File: config.mk
export PLATFORM = sky130hd
export DESIGN_NAME = prog_mem
export DESIGN_NICKNAME = d
export VERILOG_FILES = /design/src/rtl/prog_mem_pkg.sv /design/src/rtl/prog_mem_debounce.sv /design/src/rtl/prog_mem.sv
export SDC_FILE = /design/constraint.sdc
export NUM_CORES = 1
export LEC_CHECK = 0
export CORE_ASPECT_RATIO = 0.8
export CORE_MARGIN = 2
export CORE_UTILIZATION = 40
export DETAILED_ROUTE_END_ITERATION = 10
export GPL_ROUTABILITY_DRIVEN = 0
export PLACE_DENSITY = 0.62
export SYNTH_ARGS = -nofsm -noshare
export SYNTH_HDL_FRONTEND = slang
export SYNTH_SLANG_ARGS = --single-unit
File: constraint.sdc
create_clock -name clk -period 2.7 [get_ports clk]
set_input_delay 0.54 -clock clk [delete_from_list [all_inputs] [get_ports clk]]
set_output_delay 0.54 -clock clk [all_outputs]
set_load 0.05 [all_outputs]
File: src/rtl/prog_mem_pkg.sv
// Shared constants for the program-memory loader: word/address geometry
// and the loader FSM state encoding.
package prog_mem_pkg;

    localparam int DATA_W = 8;
    localparam int ADDR_W = 4;
    localparam int DEPTH  = 16;

    // Loader FSM state encoding (PM_STATE)
    localparam logic [2:0] PM_RUN        = 3'd0;
    localparam logic [2:0] PM_LD_IDLE    = 3'd1;
    localparam logic [2:0] PM_LD_DEBOUNCE = 3'd2;
    localparam logic [2:0] PM_LD_WRITE   = 3'd3;
    localparam logic [2:0] PM_LD_RELEASE = 3'd4;

endpackage

File: src/rtl/prog_mem_debounce.sv
// Push-button qualifier: two-flop synchronizer plus a stable-sample counter.
// The owning FSM picks the phase (press or release) and when the counter
// runs; this block reports when the button has been stable long enough.
module prog_mem_debounce #(
    parameter logic [15:0] DEBOUNCE_CYCLES = 16'd1000
) (
    input  logic clk,
    input  logic rst_n,
    input  logic btn_i,
    input  logic clr_i,
    input  logic run_i,
    input  logic release_i,
    output logic btn_s_o,
    output logic press_ok_o,
    output logic release_ok_o
);

    logic [1:0]  sync_q;
    logic [15:0] cnt_q, cnt_d;
    logic [15:0] cnt_inc;

    assign btn_s_o = sync_q[1];
    assign cnt_inc = cnt_q + 16'd1;

    // A press is accepted on the sample that brings the counter to
    // DEBOUNCE_CYCLES-1 (the idle sample that started debounce counts too).
    assign press_ok_o   = run_i & ~release_i & btn_s_o & (cnt_inc >= (DEBOUNCE_CYCLES - 16'd1));
    // A release needs DEBOUNCE_CYCLES consecutive low samples.
    assign release_ok_o = run_i & release_i & ~btn_s_o & (cnt_inc >= DEBOUNCE_CYCLES);

    // Two-flop synchronizer for the asynchronous button
    always_ff @(posedge clk or negedge rst_n) begin
        if (!rst_n) sync_q <= 2'b00;
        else        sync_q <= {sync_q[0], btn_i};
    end

    // Counter counts samples at the wanted level and restarts on any other level
    always_comb begin
        cnt_d = cnt_q;
        if (clr_i) begin
            cnt_d = 16'd0;
        end else if (run_i) begin
            if (btn_s_o ^ release_i) cnt_d = cnt_inc;
            else                     cnt_d = 16'd0;
        end
    end

    // Stable-sample counter register
    always_ff @(posedge clk or negedge rst_n) begin
        if (!rst_n) cnt_q <= 16'd0;
        else        cnt_q <= cnt_d;
    end

endmodule

File: src/rtl/prog_mem.sv
// 16 x 8 program memory with a switch/push-button loader. The CPU reads
// combinationally at any time; while load mode is active the CPU is held
// and each debounced button press stores one byte at the next address.
module prog_mem
    import prog_mem_pkg::*;
#(
    parameter logic [15:0] DEBOUNCE_CYCLES = 16'd1000
) (
    input  logic              clk,
    input  logic              rst_n,
    input  logic [ADDR_W-1:0] mem_addr,
    output logic [DATA_W-1:0] mem_data,
    input  logic              load_en,
    input  logic [DATA_W-1:0] load_data,
    input  logic              load_btn,
    output logic [ADDR_W-1:0] load_addr,
    output logic              cpu_hold,
    output logic              loaded,
    output logic [2:0]        dbg_state_o
);

    logic [1:0]        en_sync_q;
    logic              load_en_s;
    logic [2:0]        state_q, state_d;
    logic [ADDR_W-1:0] addr_q, addr_d;
    logic [DATA_W-1:0] mem_q [DEPTH];

    logic dbc_clr, dbc_run, dbc_release;
    logic btn_s, press_ok, release_ok;

    assign load_en_s   = en_sync_q[1];
    assign mem_data    = mem_q[mem_addr];
    assign load_addr   = addr_q;
    assign loaded      = (state_q == PM_LD_WRITE);
    assign cpu_hold    = (state_q != PM_RUN) | load_en_s;
    assign dbg_state_o = state_q;

    prog_mem_debounce #(
        .DEBOUNCE_CYCLES(DEBOUNCE_CYCLES)
    ) u_debounce (
        .clk          (clk),
        .rst_n        (rst_n),
        .btn_i        (load_btn),
        .clr_i        (dbc_clr),
        .run_i        (dbc_run),
        .release_i    (dbc_release),
        .btn_s_o      (btn_s),
        .press_ok_o   (press_ok),
        .release_ok_o (release_ok)
    );

    // Two-flop synchronizer for the load-mode switch
    always_ff @(posedge clk or negedge rst_n) begin
        if (!rst_n) en_sync_q <= 2'b00;
        else        en_sync_q <= {en_sync_q[0], load_en};
    end

    // Loader FSM next state; dropping load_en leaves any LD_* state,
    // but a write already in LD_WRITE completes this cycle
    always_comb begin
        state_d     = state_q;
        addr_d      = addr_q;
        dbc_clr     = 1'b1;
        dbc_run     = 1'b0;
        dbc_release = 1'b0;
        case (state_q)
            PM_RUN: begin
                if (load_en_s) begin
                    state_d = PM_LD_IDLE;
                    addr_d  = '0;
                end
            end
            PM_LD_IDLE: begin
                if (!load_en_s)  state_d = PM_RUN;
                else if (btn_s)  state_d = PM_LD_DEBOUNCE;
            end
            PM_LD_DEBOUNCE: begin
                dbc_clr = 1'b0;
                dbc_run = 1'b1;
                if (!load_en_s)    state_d = PM_RUN;
                else if (!btn_s)   state_d = PM_LD_IDLE;
                else if (press_ok) state_d = PM_LD_WRITE;
            end
            PM_LD_WRITE: begin
                addr_d  = addr_q + 1'b1;
                state_d = load_en_s ? PM_LD_RELEASE : PM_RUN;
            end
            PM_LD_RELEASE: begin
                dbc_clr     = 1'b0;
                dbc_run     = 1'b1;
                dbc_release = 1'b1;
                if (!load_en_s)      state_d = PM_RUN;
                else if (release_ok) state_d = PM_LD_IDLE;
            end
            default: state_d = PM_RUN;
        endcase
    end

    // FSM state and write-address registers
    always_ff @(posedge clk or negedge rst_n) begin
        if (!rst_n) begin
            state_q <= PM_RUN;
            addr_q  <= '0;
        end else begin
            state_q <= state_d;
            addr_q  <= addr_d;
        end
    end

    // Storage array: cleared by reset, written once per LD_WRITE cycle;
    // switches are held steady by the operator so load_data is used directly
    always_ff @(posedge clk or negedge rst_n) begin
        if (!rst_n) begin
            for (int i = 0; i < DEPTH; i++) mem_q[i] <= '0;
        end else if (state_q == PM_LD_WRITE) begin
            mem_q[addr_q] <= load_data;
        end
    end

endmodule
==> metrics <==
status finished, final reports clean; Clock Skew roughly 0.0062 ns; Critical Path AT 2.11 ns; Worst Tran Pin Value around 0.56 ns; first-pass GRT wire length between 20000 and 30000 um; Wirelength per Cell around 20 um; chip height around 130 um; Area Overhead vs Synth 19.1%; Cell variety after synth slightly above 50; Final ANT Viol Nets 0; R2R Path End dbg_state_o[1]$_DFFE_PN0P_; Power Density roughly 760 mW/mm2; Worst path most repeated cell mux4_2; CP startpoint mem_addr[0]; Clock Power Share about two fifths; Placement Setup Slack -0.175 ns; Seq/Total Area, Yosys about half; switch share between 20 and 30%; Root Driver clkbuf_16; mean area per synthesized cell 14.1 um2; Sink Count about 160; Worst R2R Setup Slack about 0.24 ns; Worst Setup Path Type in2out; P_sw ~0.002 W; row cnt 44; worst reg2reg path startpoint u_debounce.cnt_q[0]$_DFF_PN0_; Max clock buf depth 2; Worst VDD drop approximately 360 uV; Static Leak 3.89 nW; vias per cell around 5.4; critical-path cell list buf_2, buf_12, mux4_2, mux4_2, buf_4; clock latency at the later pin of the worst-skew pair approximately 0.44 ns; Port Buf Inserts 32; Placeable Area 0.0182 mm2; Worst R2R Path Depth 8; ys flop type dfrtp_1; design area roughly 0.0089 mm2; CP max stage delay around 0.5 ns; mapped cell area about 0.0075 mm2; element type at the critical path end output pin; number of synthesized flops with an enable pin 0; Combinational Power Share between 10% and 20%; crit-path leading delay family multiplexers; crit-path max FO 14; Setup WS post-layout roughly 0.054 ns; final max-slew violation count 0; CTS Hold Bufs 0; CP Launch Type input port; TritonCTS clock tree built; cell area after placement approximately 0.0082 mm2; Final setup viols 0; post-DP HPWL around 11000 um; WL final approximately 17000 um; synthesized instance count ~530; Syn Nets 555; Tmin final 2.65 ns; Hold Path Class in2async; number of nets in the layout a little over 600; total track usage around 18%; First-pass DRT Iterations 4; slowest stage cell, crit path mux4_2; maxcap violations 0; clk slew on worst S/H paths 0.06 ns; RSZ-0062 raised after global routing no; Worst Setup EP mem_data[5]; achievable frequency about 380 MHz; total number of vias 4584; global route total overflow 0; CTS buffer count 17; Final period util around 100%; Worst slew margin 62.3%; Die X about 160 um; layout cell share with drive strength beyond 1 44.4%; sequential power share a little over two fifths; vias in the first global route a little under 5k; largest net degree at the start of global routing between 70 and 80; WP depth 5; total die area ~0.02 mm2; critical path required time 2.16 ns; Residual DRC 0; FFs w/ async S/R, synth 100%; # H-tree levels 4; I/O pin count 33; Internal Power 0.00476 W; synthesis-stage register bit count roughly 160; Syn. warnings 0; initial antenna violation count 0; endpoints failing hold 0; Initial Utilization 41.1%; CP Buf/Inv Count 3; drt first-iter violations approximately 350
[worst min-delay path by stage]
stage | slack, ns | depth (start not counted) | endpoint | startpoint
3_5_place_dp | 0.34 | 0 | en_sync_q[1]$_DFF_PN0_ | en_sync_q[0]$_DFF_PN0_
3_3_place_gp | 0.34 | 0 | en_sync_q[1]$_DFF_PN0_ | en_sync_q[0]$_DFF_PN0_
5_1_grt | 0.09 | 1 | mem_q[53]$_DFFE_PN0P_ | rst_n
2_1_floorplan | 0.24 | 0 | dbg_state_o[0]$_DFFE_PN0P_ | rst_n
4_1_cts | 0.06 | 1 | mem_q[13]$_DFFE_PN0P_ | rst_n
6_report | 0.05 | 1 | mem_q[109]$_DFFE_PN0P_ | rst_n
[stage by stage]
step	total power (W)	hold slack (ns)	cells	TNS (ns)	util [%]
global route	0.00705	0.0863	850	0	48.9
finish	0.00676	0.0519	851	0	49.0
detailed placement	0.00421	0.337	816	-1.22	45.3
CTS	0.00681	0.0646	849	0	48.9
floorplan	0.00377	0.244	533	0	-
global placement	0.00417	0.345	816	-1.05	45.3
[kinds of logic (layout without fill, tap and decap cells)]
| logic type | Yosys count | after routing | share of synthesized area, % |
|---|---|---|---|
| compound gates | 36 | 36 | 3.49 |
| xor+xnor | 13 | 13 | 1.52 |
| fa+ha+maj | 6 | 6 | 1.00 |
| buf+inv | 38 | 102 | 2.22 |
| flops | 155 | 155 | 51.8 |
| mux | 168 | 168 | 31.3 |
| other cells | 0 | 1 | 0 |
| simple gates | 117 | 117 | 8.73 |
[Yosys cell counts (all sizes together), types with 2 or more instances]
| cell | count | area [um2] |
|---|---|---|
| o2111ai | 2 | 17.5 |
| nand2b | 2 | 12.5 |
| or3 | 5 | 31.3 |
| nor3 | 10 | 60.1 |
| xor2 | 4 | 35.0 |
| nor4 | 3 | 31.3 |
| nand4 | 6 | 52.6 |
| o21ai | 9 | 45.0 |
| buf | 11 | 65.1 |
| inv | 9 | 33.8 |
| mux2 | 128 | 1440 |
| nor2b | 3 | 18.8 |
| ha | 6 | 75.1 |
| nand3 | 14 | 87.6 |
| and4 | 3 | 26.3 |
| dfrtp | 155 | 3880 |
| nor2 | 47 | 206 |
| xnor2 | 9 | 78.8 |
| nand2 | 15 | 58.8 |
| o211ai | 4 | 30.0 |
| clkbuf | 18 | 67.6 |
| a41oi | 2 | 17.5 |
| mux4 | 40 | 901 |
| a21oi | 7 | 35.0 |
| and2 | 5 | 31.3 |
[cell usage in the layout (no fill, tap or decap), types with 4 or more instances in the layout]
cell,synthesis,layout
nor2_1,35,35
buf_4,5,30
o21ai_0,7,7
mux4_2,40,40
inv_1,9,9
inv_8,0,4
nor2_2,12,12
xor2_1,4,4
ha_1,6,5
nand3_1,12,12
clkbuf_16,0,17
and2_1,5,5
nand4_1,5,5
nor3_1,8,8
dfrtp_1,155,155
or3_1,5,5
o211ai_1,4,4
mux2_2,128,128
a21oi_1,7,7
buf_12,0,6
nand2_1,14,14
xnor2_1,9,9
clkdlybuf4s50_1,0,20
[routing by layer]
layer,global-route usage (%),routed length [um],up-vias
met1,25.6,8150,2389
met2,28.1,7680,73
met3,4.07,582,32
met5,0,0,-
li1,-,-,2090
met4,7.97,396,0
[flip-flops by register name, indices dropped and copies added (netlist names)]
signal / flops
dbg_state_o: 3
en_sync_q: 2
load_addr: 4
mem_q: 128
u_debounce.cnt_q: 16
u_debounce.sync_q: 2
[worst reg2reg max path: cells and delay by family, from the launching register on]
family	cells	cell delay, ns
compound gates	3	0.80
fa+ha+maj	1	0.31
buf+inv	1	0.17
flops	1	0.45
simple gates	3	0.61
[power groups by stage]
| stage | Sequential (W) | Clock (W) | Combinational (W) |
|---|---|---|---|
| final | 0.00284 | 0.00258 | 0.00134 |
| after global placement | 0.00288 | 0 | 0.00129 |
| after detailed placement | 0.00288 | 0 | 0.00133 |
| after CTS | 0.00284 | 0.00263 | 0.00135 |
| after global routing | 0.00288 | 0.00272 | 0.00145 |
| after floorplan | 0.00288 | 0 | 0.000891 |
[area by class of cell]
class | instances | area [um2]
inverter | 9 | 33.8
sequential | 155 | 3880
clock buffer | 17 | 425
multi-input combinational | 340 | 3450
tap | 253 | 317
timing repair buffer | 61 | 606
antenna | 1 | 2.50
fill | 1555 | 9300
clock inverter | 15 | 209
[repair_timing]
item                                    4_1_cts  5_1_grt
endpoints found under the setup margin        8        6
gates cloned                                  1        0
pin swaps                                     0        1
resized for setup                             3        3
setup buffers                                 0        1
(Power assumes the default switching activity.)
